### src/rtl/alu_pkg.sv
// Shared definitions for the ALU front end: FSM states, flag bit positions,
// the captured-flag payload and the opsel codes the requesters use most.
package alu_pkg;

    localparam int unsigned FLAGW = 4;

    // Bit positions inside a {C,Z,O,S} flag vector.
    localparam int unsigned FLAG_C = 3;
    localparam int unsigned FLAG_Z = 2;
    localparam int unsigned FLAG_O = 1;
    localparam int unsigned FLAG_S = 0;

    // Arithmetic-mode (mode 0) operation selects.
    localparam logic [2:0] OP_ADD = 3'b000;
    localparam logic [2:0] OP_SUB = 3'b001;

    typedef enum logic [1:0] {
        IDLE  = 2'd0,
        DRIVE = 2'd1,
        RESP  = 2'd2
    } state_e;

    // Captured flags; field order matches the FLAG_* positions.
    typedef struct packed {
        logic c;
        logic z;
        logic o;
        logic s;
    } flags_t;

endpackage

### src/rtl/alu_status_reg.sv
// Sticky flag accumulator and wrapping completed-operation counter.
//   capture_i : OR flags_i into the sticky register this cycle
//   clr_i     : clear the sticky register (a same-cycle capture still lands)
//   inc_i     : count one completed response
//   sticky_o  : accumulated {C,Z,O,S}
//   count_o   : completed responses, modulo 2^CNTW
module alu_status_reg
    import alu_pkg::*;
#(
    parameter int unsigned CNTW = 16
) (
    input  logic             clk,
    input  logic             rst_n,
    input  logic             capture_i,
    input  logic [FLAGW-1:0] flags_i,
    input  logic             clr_i,
    input  logic             inc_i,
    output logic [FLAGW-1:0] sticky_o,
    output logic [CNTW-1:0]  count_o
);

    logic [FLAGW-1:0] sticky_q, sticky_d;
    logic [CNTW-1:0]  count_q, count_d;

    // The clear acts on the old value, so a coincident capture survives it.
    always_comb begin
        sticky_d = clr_i ? '0 : sticky_q;
        count_d  = count_q;
        if (capture_i) begin
            sticky_d = sticky_d | flags_i;
        end
        if (inc_i) begin
            count_d = count_q + CNTW'(1);
        end
    end

    always_ff @(posedge clk or negedge rst_n) begin
        if (!rst_n) begin
            sticky_q <= '0;
            count_q  <= '0;
        end else begin
            sticky_q <= sticky_d;
            count_q  <= count_d;
        end
    end

    assign sticky_o = sticky_q;
    assign count_o  = count_q;

endmodule

### src/rtl/alu_op_sequencer.sv
// Initiator-side front end for the ripple ALU: accepts a request, drives
// registered operands for one settle cycle, captures result and flags, and
// returns them with the request tag. Also exposes sticky flags and a
// completed-operation counter.
//   req_*   : valid/ready request channel (operands, opsel, mode, tag)
//   alu_*   : registered ALU inputs out, combinational result/flags back
//   resp_*  : valid/ready response channel (result, {C,Z,O,S}, tag)
//   sticky_flags / sticky_clr / op_count : status path
module alu_op_sequencer
    import alu_pkg::*;
#(
    parameter int unsigned DWIDTH = 32,
    parameter int unsigned TAGW   = 4,
    parameter int unsigned CNTW   = 16
) (
    input  logic              clk,
    input  logic              rst_n,
    input  logic              req_valid,
    output logic              req_ready,
    input  logic [DWIDTH-1:0] req_op1,
    input  logic [DWIDTH-1:0] req_op2,
    input  logic [2:0]        req_opsel,
    input  logic              req_mode,
    input  logic [TAGW-1:0]   req_tag,
    output logic [DWIDTH-1:0] alu_op1,
    output logic [DWIDTH-1:0] alu_op2,
    output logic [2:0]        alu_opsel,
    output logic              alu_mode,
    input  logic [DWIDTH-1:0] alu_result,
    input  logic              alu_c_flag,
    input  logic              alu_z_flag,
    input  logic              alu_o_flag,
    input  logic              alu_s_flag,
    output logic              resp_valid,
    input  logic              resp_ready,
    output logic [DWIDTH-1:0] resp_result,
    output logic [FLAGW-1:0]  resp_flags,
    output logic [TAGW-1:0]   resp_tag,
    output logic [FLAGW-1:0]  sticky_flags,
    input  logic              sticky_clr,
    output logic [CNTW-1:0]   op_count
);

    state_e state_q, state_d;
    logic   load_c, capture_c, handshake_c;
    flags_t flags_in_c;

    logic [DWIDTH-1:0] alu_op1_q, alu_op2_q, resp_result_q;
    logic [2:0]        alu_opsel_q;
    logic              alu_mode_q;
    logic [TAGW-1:0]   tag_q, resp_tag_q;
    logic [FLAGW-1:0]  resp_flags_q;

    always_ff @(posedge clk or negedge rst_n) begin
        if (!rst_n) begin
            state_q <= IDLE;
        end else begin
            state_q <= state_d;
        end
    end

    // RESP reuses the response handshake as the request accept so a new
    // operation can start in the same cycle the previous one retires.
    always_comb begin
        state_d    = state_q;
        load_c     = 1'b0;
        capture_c  = 1'b0;
        req_ready  = 1'b0;
        resp_valid = 1'b0;
        case (state_q)
            IDLE: begin
                req_ready = 1'b1;
                if (req_valid) begin
                    load_c  = 1'b1;
                    state_d = DRIVE;
                end
            end
            DRIVE: begin
                capture_c = 1'b1;
                state_d   = RESP;
            end
            RESP: begin
                resp_valid = 1'b1;
                req_ready  = resp_ready;
                if (resp_ready) begin
                    if (req_valid) begin
                        load_c  = 1'b1;
                        state_d = DRIVE;
                    end else begin
                        state_d = IDLE;
                    end
                end
            end
            default: state_d = IDLE;
        endcase
    end

    assign handshake_c = resp_valid && resp_ready;
    assign flags_in_c  = '{c: alu_c_flag, z: alu_z_flag, o: alu_o_flag, s: alu_s_flag};

    // ALU drive registers hold their last load; no return to zero.
    always_ff @(posedge clk or negedge rst_n) begin
        if (!rst_n) begin
            alu_op1_q   <= '0;
            alu_op2_q   <= '0;
            alu_opsel_q <= '0;
            alu_mode_q  <= 1'b0;
            tag_q       <= '0;
        end else if (load_c) begin
            alu_op1_q   <= req_op1;
            alu_op2_q   <= req_op2;
            alu_opsel_q <= req_opsel;
            alu_mode_q  <= req_mode;
            tag_q       <= req_tag;
        end
    end

    // Response registers only change on the DRIVE->RESP edge.
    always_ff @(posedge clk or negedge rst_n) begin
        if (!rst_n) begin
            resp_result_q <= '0;
            resp_flags_q  <= '0;
            resp_tag_q    <= '0;
        end else if (capture_c) begin
            resp_result_q <= alu_result;
            resp_flags_q  <= flags_in_c;
            resp_tag_q    <= tag_q;
        end
    end

    alu_status_reg #(
        .CNTW(CNTW)
    ) u_status (
        .clk       (clk),
        .rst_n     (rst_n),
        .capture_i (capture_c),
        .flags_i   (flags_in_c),
        .clr_i     (sticky_clr),
        .inc_i     (handshake_c),
        .sticky_o  (sticky_flags),
        .count_o   (op_count)
    );

    assign alu_op1     = alu_op1_q;
    assign alu_op2     = alu_op2_q;
    assign alu_opsel   = alu_opsel_q;
    assign alu_mode    = alu_mode_q;
    assign resp_result = resp_result_q;
    assign resp_flags  = resp_flags_q;
    assign resp_tag    = resp_tag_q;

endmodule
### config.mk
export PLATFORM = sky130hd
export DESIGN_NAME = alu_op_sequencer
export DESIGN_NICKNAME = d
export VERILOG_FILES = /design/src/rtl/alu_pkg.sv /design/src/rtl/alu_status_reg.sv /design/src/rtl/alu_op_sequencer.sv
export SDC_FILE = /design/constraint.sdc
export NUM_CORES = 1
export LEC_CHECK = 0
export ABC_CLOCK_PERIOD_IN_PS = 2050
export BUFFER_PORTS_ARGS = -buffer_cell sky130_fd_sc_hd__buf_2
export CAP_MARGIN = 0
export CORE_UTILIZATION = 45
export CTS_CLUSTER_SIZE = 14
export DETAILED_ROUTE_END_ITERATION = 8
export GPL_TIMING_DRIVEN = 0
export HOLD_SLACK_MARGIN = 0.03
export PLACE_DENSITY = 0.77
export SLEW_MARGIN = 40
export SYNTH_ARGS = -nofsm -noshare
export SYNTH_HDL_FRONTEND = slang
export SYNTH_HIERARCHICAL = 1
export SYNTH_SLANG_ARGS = --single-unit
### constraint.sdc
create_clock -name clk -period 2.05 [get_ports clk]
set_clock_uncertainty 0.15 [all_clocks]
set_input_delay 0.205 -clock clk [delete_from_list [all_inputs] [get_ports clk]]
set_output_delay 0.205 -clock clk [all_outputs]
set_load 0.01 [all_outputs]
# Word level (Yosys, flattened, before mapping)
# Cells that the tools add are included.
# totals
ff_bits	134
inputBits	113
out_inout_bits	130
wordCells	32
# op_classes
n_addsub	1
eq_ne	4
n_mux	12
bitwise_logic	1
reduce_logical	3
# ops
operator	n
16-bit by 1-bit adder with 16-bit output, second input constant	1
4-bit 2-to-1 mux	2
2-bit case mux with 3 select lines	1
1-bit 2-to-1 mux	5
2-bit 2-to-1 mux	2
2-bit inequality test, second input constant	2
4-bit bitwise OR	1
1-bit case mux with 2 select lines	2
2-bit by 1-bit equality test with 1-bit output, second input constant	1
2-bit equality test, second input constant	1
2-bit logical NOT	1
2-bit AND reduction	1
1-bit logical AND	1

# Longest topological paths before layout
# depth
word_depth	3
mapped_depth	6

# By module
# Netlist, hierarchy kept.
# by_module_without_submodules
module	n_inst	cells_per_inst	area_per_inst_um2	seq_area_each_um2
alu_op_sequencer	1	247	4634.4	2852.7
alu_status_reg	1	72	850.8	500.5

# Least setup slack after synthesis
# No wires, ideal clock.
# synth_path
path_kind	register -> register
from	register state_q[0]
to	register u_status.count_q[15] (netlist: u_status/count_o[15])
setup_time_ns	0.124
t_arrival_ns	1.649
required_ns	1.776
setup_slack_ns	0.127
path_stages_with_launch	7
n_path_buf	0
period_less_slack_ns	1.923
path_cell_list	dfrtp_1 > nor2b_1 > and2_1 > nand4_4 > nor3_4 > nand4_1 > xnor2_1
# synth_between
elab_chain_cells	3
# synth_lines
element	line_no	source
start: declaration	alu_op_sequencer.sv:44	state_e state_q, state_d;
start signal: assignment	alu_op_sequencer.sv:58	state_q <= state_d;
2-bit equality test	alu_op_sequencer.sv:70	case (state_q)
1-bit 2-to-1 mux	alu_op_sequencer.sv:70	
named net resp_valid	alu_op_sequencer.sv:34	output logic resp_valid,
1-bit logical AND	alu_op_sequencer.sv:98	assign handshake_c = resp_valid && resp_ready;
named net handshake_c	alu_op_sequencer.sv:45	logic load_c, capture_c, handshake_c;
end signal: assignment	alu_status_reg.sv:43	count_q <= count_d;
end: declaration	alu_status_reg.sv:23	logic [CNTW-1:0] count_q, count_d;
# The timed path passes the listed nets, and every way through them passes these cells.
# A chain may end at the register's enable or synchronous reset.

# Final worst setup path
# layout_path
from	register state_q[0]
to	register u_status.sticky_q[1] (netlist: u_status/sticky_o[1])
# layout_between
elab_chain_cells	3
# layout_lines
element	line_no	source
2-bit by 1-bit equality test with 1-bit output	alu_op_sequencer.sv:70	
1-bit 2-to-1 mux	alu_op_sequencer.sv:70	
named net capture_c	alu_op_sequencer.sv:45	
4-bit 2-to-1 mux	alu_status_reg.sv:29	if (capture_i) begin
named net u_status.sticky_d[1]	alu_status_reg.sv:22	logic [FLAGW-1:0] sticky_q, sticky_d;
end signal: assignment	alu_status_reg.sv:42	sticky_q <= sticky_d;
end: declaration	alu_status_reg.sv:22	
# The timed path passes the listed nets, and every way through them passes these cells.

==> flow_summary.toml <==
[global_route]
grt_pass1_vias = 4673
overflow = 0
met2_usage_pct = 47.91
grt-busiest-layer = "met2"
grt_max_degree = 77
grt_antenna_before_repair = 0
use_met1_pct = 26.22
use_met3_pct = 8.423
grt_pass1_wl_microns = 24560
track_usage_pct = 26.04

[place]
dp.cells = 705
gp_congestion = 0.8038
port_buffers = 242
hpwlAfterDp_microns = 8816
post-place-ws_ns = 0.01580

[sta]
fin_tns_setup_ns = 0
finalCritPeriodShare_pct = 93.02
setup_ws_ns = 0.1431
hold_viol = 0
holdWs_ns = 0.1647
rsz0062_at_grt = "false"
finalMaxSlewViolations = 0
min_period_ns = 1.907
slew_headroom_pct = 69.61
setup_viol = 0
fmax_mhz = 524.4
worst_pin_slew_ns = 0.4558

[job]
maxCapViolCount = 0

[power_and_ir_drop]
p_leak_nw = 4.279
peakVddDrop_mv = 0.6535
total_power_w = 0.009463
power_density_nw_per_um2 = 1104

[floorplanning]
initial_core_util_pct = 47.03
std_cell_rows = 39
die_w_microns = 112.4
core_sq_um = 11660
die_y_microns = 112.4
die-area_sq_um = 12630
io_pins = 243

[setup_path]
start_kind = "flop"
arrival_ns = 2.05
path_max_fanout = 13
worst-setup-path-type = "reg2reg"
crit_start = "state_q[0]"
end_kind = "flop"
r2r-start = "state_q[0]"
required_ns = 2.19

[finish]
instances_no_fill = 849
final_common_cell = "buf_2"
layout.nets = 809
drive_gt1_share_pct = 50.85
antenna_cells = 0
syn2layout_area_growth_pct = 56.32
nFillCells = 710
final_cell_mix = "241 x buf_2, 133 x dfrtp_1, 114 x dlygate4sd3_1, 69 x mux2_4, 41 x mux2_1"

[logic_synthesis]
synth_seq_cells = 134
synth_nets = 433
seq_area_frac_synth_pct = 61.13
synthTopCellsByArea = "dfrtp_1 61%, mux2_4 19%, mux2_1 8.4%"
yosys.area.top_type = "dfrtp_1"
postSynthAreaPerCell_sq_um = 17.20
synth.distinct_cells = 26
synth_top_cell_area_share_pct = 61.13
synth.cell_area_sq_um = 5485
yosys_warnings = 6
synthCells = 319

[clocking]
cts_sinks = 134
clkTransAtPathRegs_ns = 0.06
clk_latency_ns = 0.42
htreeDepth = 4
clock_path_buffers = 2
root_buffer = "clkbuf_16"
cts_tree = "built"
post_cts_buffers = 0
cts_buffers = 17

[routing]
via_per_inst = 4.874
drc = 0
wl_per_cell_microns = 18.12
vias = 4138
drt-initial-drc-count = 192
dr.pass1.iters = 4
ant_nets = 0
routed_wirelength_microns = 15380

[outcome]
status = "finished clean"

[min_path]
hp-class = "in2async"
[what timing repair did]
action	in CTS	in global routing
hold buffers	114	0
hold endpoints to repair	247	0
setup endpoints to repair	0	11
resized for setup	0	4
[state kept, by name (all words and copies together), names as in the netlist]
name               flops
state_q                2
u_status/count_o      16
alu_op1               32
alu_mode               1
resp_result           32
resp_tag               4
alu_opsel              3
resp_flags             4
tag_q                  4
alu_op2               32
u_status/sticky_o      4
[stage by stage]
step	util, %	area (sq um)
final	73.52	8574
after global routing	73.52	8574
after CTS	73.45	8566
after detailed placement	59.27	6913
after global placement	58.95	6875
after floorplan	-	5485
[per-layer routing]
metal,part of all wire [%],wire (microns)
met5,0,0
met4,3.8,584
met3,6.1,931
met2,54,8328
met1,36,5536
[power breakdown]
| part | total [W] | leakage [nW] | internal [W] | switching (W) |
|---|---|---|---|---|
| clock | 0.00266 | 0.250 | 0.00162 | 0.00104 |
| combinational | 0.00291 | 2.43 | 0.00161 | 0.00130 |
| sequential | 0.00389 | 1.59 | 0.00341 | 0.000481 |
[cells by family after synthesis]
kind of cell    after synthesis  synth area share [%]
compound gates                5                0.5019
xor+xnor                     15                 2.395
fa+ha+maj                     1                0.2281
buf+inv                      19                 3.969
flops                       134                 61.13
mux                         113                 27.92
simple gates                 32                 3.855
[cell usage after synthesis]
library cell	n
dfrtp_1	134
mux2_4	69
mux2_1	41
xnor2_1	11
nand2_1	10
buf_12	8
inv_1	6
nand3_1	5
buf_4	4
o21ai_0	4
xor2_1	4
mux2_2	3
nand4_1	3
nor2_1	3
and4_1	2
nor2b_1	2
a21o_1	1
and2_1	1
and3_1	1
buf_2	1
ha_1	1
nand4_4	1
nor2_2	1
nor2b_4	1
nor3_4	1
nor3b_4	1
[worst max-delay path, stage by stage (launching register included)]
cell	delay (ns)
dfrtp_2	0.43
nor2b_1	0.15
clkbuf_4	0.17
buf_6	0.17
nand2_1	0.06
o21ai_0	0.08
dlygate4sd3_1	0.58
[final cells by class]
cell class	count	area [sq um]	share of cell area [%]
Timing Repair Buffer	357	2390	27.87
Inverter	6	22.52	0.2627
Sequential cell	134	3354	39.12
Clock inverter	4	22.52	0.2627
Buffer	13	201.4	2.349
Tap cell	143	178.9	2.087
Multi-Input combinational cell	166	1916	22.34
Clock buffer	26	489.2	5.706
[worst paths after layout]
check,slack (ns),cells after the start,endpoint
max in group asynchronous,0.85,3,state_q[0]
min in group clk,0.24,4,state_q[0]
setup reg to reg,0.14,6,u_status/sticky_o[1]
setup / recovery,0.14,6,u_status/sticky_o[1]
hold / removal,0.16,2,resp_result[4]
hold reg to reg,0.33,1,u_status/count_o[10]
(Power assumes the default switching activity.)
